`config.mk`:
```
export PLATFORM = sky130hd
export DESIGN_NAME = csm_coeff_loader
export DESIGN_NICKNAME = d
export VERILOG_FILES = /design/src/rtl/csm_coeff_loader_pkg.sv /design/src/rtl/csm_coeff_loader_sm_encode.sv /design/src/rtl/csm_coeff_loader.sv
export SDC_FILE = /design/constraint.sdc
export NUM_CORES = 1
export LEC_CHECK = 0
export BUFFER_PORTS_ARGS = -buffer_cell sky130_fd_sc_hd__buf_2
export CORE_UTILIZATION = 27
export CTS_CLUSTER_DIAMETER = 150
export DETAILED_ROUTE_END_ITERATION = 10
export MAX_ROUTING_LAYER = met4
export PLACE_DENSITY = 0.43
export SLEW_MARGIN = 20
export SYNTH_ARGS = -nofsm -noshare
export SYNTH_HDL_FRONTEND = slang
export SYNTH_HIERARCHICAL = 1
export SYNTH_SLANG_ARGS = --single-unit
```
`constraint.sdc`:
```
create_clock -name clk -period 1.71 [get_ports clk]
set_input_delay 0.342 -clock clk [delete_from_list [all_inputs] [get_ports clk]]
set_output_delay 0.342 -clock clk [all_outputs]
set_load 0.02 [all_outputs]
```
`src/rtl/csm_coeff_loader_pkg.sv`:
```
// Shared widths and FSM state type for the CSM coefficient loader.
`timescale 1ns/1ps
package csm_coeff_loader_pkg;

    localparam int unsigned CSM_COEFF_W = 17;
    localparam int unsigned CSM_DATA_W  = 16;

    typedef enum logic [1:0] {
        ST_IDLE = 2'd0,
        ST_FILL = 2'd1,
        ST_SWAP = 2'd2
    } csm_state_e;

    function automatic logic tap_is_nz(input logic [CSM_COEFF_W-1:0] tap);
        return |tap[CSM_DATA_W-1:0];
    endfunction

endpackage

```
`src/rtl/csm_coeff_loader_sm_encode.sv`:
```
// Combinational Q15 two's-complement to {sign, magnitude} encoder (csm_sm_encode).
`timescale 1ns/1ps
module csm_sm_encode
    import csm_coeff_loader_pkg::*;
(
    input  logic [CSM_DATA_W-1:0]  coeff_i,
    output logic [CSM_COEFF_W-1:0] sm_o
);

    logic [CSM_DATA_W-1:0] mag;

    // -32768 negates to itself, which is the required 0x8000 magnitude
    always_comb begin
        mag  = coeff_i[CSM_DATA_W-1] ? (~coeff_i + 1'b1) : coeff_i;
        sm_o = {coeff_i[CSM_DATA_W-1], mag};
    end

endmodule

```
`src/rtl/csm_coeff_loader.sv`:
```
// Double-buffered FIR coefficient loader: fills a shadow bank, then swaps it atomically.
// Optional build macro CSM_COEFF_NZ_MASK_EN adds the registered tap_nz output.
`timescale 1ns/1ps
module csm_coeff_loader
    import csm_coeff_loader_pkg::*;
#(
    parameter int unsigned NTAPS = 8
) (
    input  logic                         clk,
    input  logic                         rst_n,
    input  logic                         in_valid,
    output logic                         in_ready,
    input  logic [CSM_DATA_W-1:0]        in_coeff,
    input  logic                         in_last,
    output logic [NTAPS*CSM_COEFF_W-1:0] coeff_bus,
    output logic                         bank_update,
`ifdef CSM_COEFF_NZ_MASK_EN
    output logic [NTAPS-1:0]             tap_nz,
`endif
    output logic                         load_err
);

    localparam int unsigned    IDX_W    = (NTAPS > 1) ? $clog2(NTAPS) : 1;
    localparam logic [IDX_W-1:0] LAST_IDX = IDX_W'(NTAPS - 1);

    csm_state_e              state_q, state_d;
    logic [IDX_W-1:0]        idx_q, idx_d;
    logic [CSM_COEFF_W-1:0]  shadow_q [NTAPS];
    logic [CSM_COEFF_W-1:0]  active_q [NTAPS];
    logic                    commit_q;
    logic                    bank_update_q;
    logic                    load_err_q;
    logic                    err_pend_q;

    logic [CSM_COEFF_W-1:0]  enc_beat;
    logic                    hs;
    logic                    at_end;
    logic                    load_ok;
    logic                    load_bad;
    logic                    err_any;

    csm_sm_encode u_enc (
        .coeff_i (in_coeff),
        .sm_o    (enc_beat)
    );

    always_comb begin
        in_ready = (state_q != ST_SWAP);
        hs       = in_valid & in_ready;
        at_end   = (idx_q == LAST_IDX);
        load_ok  = hs & in_last & at_end;
        load_bad = hs & (in_last ^ at_end);
        err_any  = load_bad | err_pend_q;

        state_d = state_q;
        idx_d   = idx_q;
        unique case (state_q)
            ST_IDLE, ST_FILL: begin
                if (hs) begin
                    if (load_ok) begin
                        state_d = ST_SWAP;
                        idx_d   = '0;
                    end else if (load_bad) begin
                        state_d = ST_IDLE;
                        idx_d   = '0;
                    end else begin
                        state_d = ST_FILL;
                        idx_d   = idx_q + 1'b1;
                    end
                end
            end
            ST_SWAP: state_d = ST_IDLE;
            default: begin
                state_d = ST_IDLE;
                idx_d   = '0;
            end
        endcase
    end

    // Copy happens one edge after SWAP exit so bus and pulse land together two
    // edges after the last beat; the shadow cannot change in between. An error
    // coinciding with the bank_update cycle is held back one cycle.
    always_ff @(posedge clk or negedge rst_n) begin
        if (!rst_n) begin
            state_q       <= ST_IDLE;
            idx_q         <= '0;
            commit_q      <= 1'b0;
            bank_update_q <= 1'b0;
            load_err_q    <= 1'b0;
            err_pend_q    <= 1'b0;
        end else begin
            state_q       <= state_d;
            idx_q         <= idx_d;
            commit_q      <= (state_q == ST_SWAP);
            bank_update_q <= commit_q;
            load_err_q    <= err_any & ~commit_q;
            err_pend_q    <= err_any & commit_q;
        end
    end

    always_ff @(posedge clk or negedge rst_n) begin
        if (!rst_n) begin
            for (int unsigned i = 0; i < NTAPS; i++) begin
                shadow_q[i] <= '0;
                active_q[i] <= '0;
            end
        end else begin
            for (int unsigned i = 0; i < NTAPS; i++) begin
                if (hs && (idx_q == IDX_W'(i))) begin
                    shadow_q[i] <= enc_beat;
                end
                if (commit_q) begin
                    active_q[i] <= shadow_q[i];
                end
            end
        end
    end

    always_comb begin
        coeff_bus = '0;
        for (int unsigned i = 0; i < NTAPS; i++) begin
            coeff_bus[i*CSM_COEFF_W +: CSM_COEFF_W] = active_q[i];
        end
    end

    assign bank_update = bank_update_q;
    assign load_err    = load_err_q;

`ifdef CSM_COEFF_NZ_MASK_EN
    logic [NTAPS-1:0] tap_nz_q;

    always_ff @(posedge clk or negedge rst_n) begin
        if (!rst_n) begin
            tap_nz_q <= '0;
        end else if (commit_q) begin
            for (int unsigned i = 0; i < NTAPS; i++) begin
                tap_nz_q[i] <= tap_is_nz(shadow_q[i]);
            end
        end
    end

    assign tap_nz = tap_nz_q;
`endif

endmodule

```
## Word level (Yosys, flattened, before mapping)

Cells that the tools add are included.

- Bits of input ports: 20
- Flip-flop bits (word level): 281
- Output and inout port bits: 139

- Bitwise operators: 11
- Multiplexer cells: 9
- Reductions and logical operators: 12
- Equal/unequal tests: 11
- Add/sub/neg operators: 2

Operators by type and width:

| operator | number |
|---|---|
| adder 16 x 1 -> 16 bit, second input constant | 1 |
| two-way mux 16 bit | 1 |
| NOT 16 bit | 1 |
| == test 3 bit, second input constant | 4 |
| two-way mux 3 bit | 3 |
| logical AND 1 bit | 8 |
| AND 1 bit | 6 |
| == test 3 x 2 -> 1 bit, second input constant | 2 |
| two-way mux 2 bit | 3 |
| case mux 3 bit (2 select lines) | 1 |
| inequality test 2 bit, second input constant | 2 |
| adder 3 x 1 -> 3 bit, second input constant | 1 |
| == test 3 x 1 -> 1 bit, second input constant | 1 |
| zero test 3 bit | 1 |
| == test 2 x 1 -> 1 bit, second input constant | 1 |
| == test 2 bit, second input constant | 1 |
| zero test 2 bit | 1 |
| NOT 1 bit | 2 |
| AND reduction 2 bit | 1 |
| OR reduction 2 bit | 1 |
| two-way mux 1 bit | 1 |
| bitwise OR 1 bit | 1 |
| XOR 1 bit | 1 |

## Longest topological paths before layout

- Depth after elaboration: 7
- Mapped depth: 7
- Depth with buffers taken out: 6

## Modules after synthesis

The synthesis kept the hierarchy.

Modules (own cells, without submodules):

| module | cells each | instances | area each (sq um) |
|---|---|---|---|
| csm_coeff_loader | 620 | 1 | 10661.5 |
| csm_sm_encode | 49 | 1 | 372.9 |

## Worst setup path before layout

Ideal clock, no wire load.

- Path type: input port to flip-flop
- From: in in_coeff[1]
- To: reg shadow_q[25] in the netlist's numbering
- Setup slack: -0.276 ns
- Cell stages on the path: 7
- Arrival: 1.861 ns
- Path buffers: 1
- Cell sequence: inv_1 > ha_1 > or3b_1 > clkbuf_1 > o41ai_1 > xnor2_1 > mux2_4

- Cells in the longest elaborated chain, start to end: 3

Ends and longest elaborated chain:

| what | line | text |
|---|---|---|
| start, declared | csm_coeff_loader.sv:13 | `input logic [CSM_DATA_W-1:0] in_coeff,` |
| NOT 16 bit | csm_coeff_loader_sm_encode.sv:14 | `mag = coeff_i[CSM_DATA_W-1] ? (~coeff_i + 1'b1) : coeff_i;` |
| adder 16 x 1 -> 16 bit | csm_coeff_loader_sm_encode.sv:14 |  |
| two-way mux 16 bit | csm_coeff_loader_sm_encode.sv:14 |  |
| named net enc_beat[8] | csm_coeff_loader.sv:35 | `logic [CSM_COEFF_W-1:0] enc_beat;` |
| end signal, assigned by index | csm_coeff_loader.sv:110 | `shadow_q[i] <= enc_beat;` |
| end, declared | csm_coeff_loader.sv:28 | `logic [CSM_COEFF_W-1:0] shadow_q [NTAPS];` |

The timed path passes the listed nets, and every way through them passes these cells.
A chain may end at the register's enable or synchronous reset.

## Final worst setup path

- From: reg idx_q[0]
- To: reg shadow_q[24] in the netlist's numbering

- Cells in the longest elaborated chain, start to end: 2

Ends and longest elaborated chain:

| what | line | text |
|---|---|---|
| start, declared | csm_coeff_loader.sv:27 | `logic [IDX_W-1:0] idx_q, idx_d;` |
| start signal, assigned | csm_coeff_loader.sv:93 | `idx_q <= idx_d;` |
| == test 3 bit | csm_coeff_loader.sv:109 | `if (hs && (idx_q == IDX_W'(i))) begin` |
| logical AND 1 bit | csm_coeff_loader.sv:109 |  |

Every way passes these cells.

==> reports/results.ini <==
[status]
outcome = complete, but fails checks
violations = negative setup slack

[cts]
root_buffer = clkbuf_16
tritoncts = yes
clk_latency_ns = 0.54
cts_buffers = 36
htree_levels = 2
cts_num_sinks = 281
path_clk_slew_ns = 0.05
clock_path_buffers = 3

[place]
dpl_cell_area_um2 = 13300
dp_slack_ns = -0.569
numPortBuffers = 158
gp_congestion = 0.711
dp_hpwl_mm = 19.5
dp_cells = 1394

[setup_path]
cpLargestDelayFamily = simple AND/OR/NAND/NOR gates
path_depth = 7
cp-start-kind = flop
worst_ep_required_time_ns = 2.13
worstPathCellList = inv_2 -> buf_6 -> ha_4 -> nand2_2 -> or3_4 -> buf_12 -> mux2_4
path_class = flop to flop
r2r_cells = 7
critPathCaptureType = flop
cp.arrival_ns = 2.15
slowest_stage = dfrtp_1
critical_path_buf_inv_count = 3
slowest_delay_ns = 0.40
crit_fanout = 9

[drt]
route.detailed.drc = 0
drt_first_pass_iters = 4
antenna_left = 0
wire_per_inst_um = 20.3
viasPerCell = 4.36
drtIter0Drc = 180
totalWireLength_mm = 29.8
vias = 6415

[floorplanning]
initial_core_util = 0.276
die_h_um = 204
dieArea_um2 = 41700
pin_count = 159
die_w_um = 204
floorplan.rows = 73
core_area_um2 = 40000

[yosys]
ys_ff_latch = 281
synth-adder-area-share = 0.00794
synth_top_family_by_area = multiplexers
ys_types = 35
synth_area_um2 = 11000
synth_compound_area_frac = 0.0132
synth_nets = 696
yosysWarningCount = 6
synth_area_per_cell_um2 = 16.5
syn_inst = 669
yosys.area_share.xor_xnor = 0.0111
synthSimpleGateAreaFrac = 0.0201
synthMuxAreaShare = 0.290
yosysSeqAreaShare = 0.637

[grt]
gr-total-overflow = 0
antenna_found_initial = 0
grt_use_total = 0.150
grt_pass1_vias = 6783
grt_pass1_wl_mm = 44.7
grt_max_degree = 63

[finish]
fillerInstances = 3836
fin_area_um2 = 14900
area_growth_pct = 35.3
final_util = 0.373
final_common_cell = dfrtp_1
drive_above_1_share = 0.649
final_nets = 946
mostFrequentLayoutCells = 280 x dfrtp_1, 215 x mux2_2, 156 x buf_2
instances_no_fill = 1470
antennaDiodeCount = 0

[pwr]
sequentialPowerShare = 0.457
internal_power_mw = 14.0
power_switching_share = 0.243
powerDensity_nw_per_um2 = 1240
clkPwrFrac = 0.411
p_comb_frac = 0.132
vdd_drop_max_v = 0.000556
switchingPower_mw = 4.50
p_leak_nw = 7.70
p_total_mw = 18.5

[sta]
clock-skew-final_ns = 0.0117
relSlewSlack = 0.593
fin_crit_sh = 1.01
rsz0062_at_grt = yes
slew_violations = 0
fmax_mhz = 578
fin_crit_ns = 1.73
finalHoldViolations = 0
tightest_slew_ns = 0.607
worst_slack_ns = -0.0187
setup-violations-final = 19
fin_tns_setup_ns = -0.184
holdWs_ns = 0.136

[job]
maxCapViolCount = 0

[min_path]
whs_path_depth = 2
min-delay-path-class = primary input to flop

==> routing by layer <==
layer,share of wire,track usage,vias to the layer above
li1,-,-,2891
met1,0.46,0.197,3354
met2,0.48,0.233,122
met3,0.037,0.0330,48
met4,0.022,0.0437,0
met5,0,-,-
==> registers in the layout, summed over array words and instances (netlist names) <==
signal       cells
coeff_bus      136
bank_update      1
load_err         1
idx_q            3
state_q          2
shadow_q       136
commit_q         1
err_pend_q       1
==> power by group through the flow <==
| stage | registers (mW) | logic (mW) | clock network [mW] |
|---|---|---|---|
| 6_report | 8.45 | 2.45 | 7.61 |
| 5_1_grt | 8.60 | 2.66 | 8.15 |
| 4_1_cts | 8.46 | 2.44 | 7.91 |
| 3_5_place_dp | 8.57 | 2.26 | 0 |
| 3_3_place_gp | 8.56 | 2.21 | 0 |
| 2_1_floorplan | 8.33 | 1.45 | 0 |
==> cell type report <==
type / count / area, µm² / share of cell area
multi-input combinational: 346 / 4140 / 0.277
tap: 525 / 657 / 0.0440
sequential: 281 / 7040 / 0.471
inverter: 6 / 42.5 / 0.00285
clock buffer: 54 / 1080 / 0.0724
timing repair buffer: 248 / 1860 / 0.125
clock inverter: 10 / 120 / 0.00804
==> cell families (layout without fill, tap and decap cells) <==
family,Yosys count,in the layout
DFF,281,281
muxes,274,274
buffers and inverters,42,318
and+or+nand+nor,35,35
AOI/OAI and AO/OA,16,16
xor gates and xnor gates,14,14
adders and majority gates,7,7
==> repair_timing <==
action                     4_1_cts  5_1_grt
cloned                           3        1
gates resized for setup         32       24
setup endpoints to repair       60      109
buffers inserted                 5        2
pin swaps                        1        6
hold buffers                     1        0
hold endpoints to repair        34        0
==> cell usage after synthesis <==
cell	instances	area (µm²)
mux2_1	4	45.0
a31oi_1	1	6.26
nor3_4	3	48.8
nor2_1	4	15.0
o41ai_2	4	65.1
inv_1	4	15.0
mux2_4	30	450
or4_1	2	15.0
clkbuf_2	1	5.00
buf_1	1	3.75
xor2_1	1	8.76
mux2i_1	2	20.0
ha_1	7	87.6
xnor2_1	13	114
clkbuf_1	18	67.6
o21ai_0	5	25.0
buf_6	7	78.8
inv_4	1	6.26
or2_2	2	12.5
nor4_1	1	6.26
mux2_2	238	2680
or3_1	6	37.5
and3_1	2	12.5
dfrtp_1	281	7030
a32o_1	1	10.0
o41ai_1	1	8.76
nand3_1	2	10.0
nand2_1	8	30.0
nand2b_1	2	12.5
buf_2	7	35.0
nor2b_1	2	12.5
inv_2	1	3.75
or3b_1	1	8.76
buf_4	2	15.0
o31ai_1	4	30.0
==> final timing paths <==
path,startpoint,end,slack [ns]
worst max-delay path,idx_q[0],shadow_q[24],-0.02
worst min-delay path,in_last,state_q[1],0.14
worst max register to register,idx_q[0],shadow_q[24],-0.02
worst min register to register,err_pend_q,load_err,0.48
max in group asynchronous,rst_n,shadow_q[1],0.69
min in group asynchronous,rst_n,coeff_bus[79],0.30
Note: power is estimated with default switching activity, not from simulation.
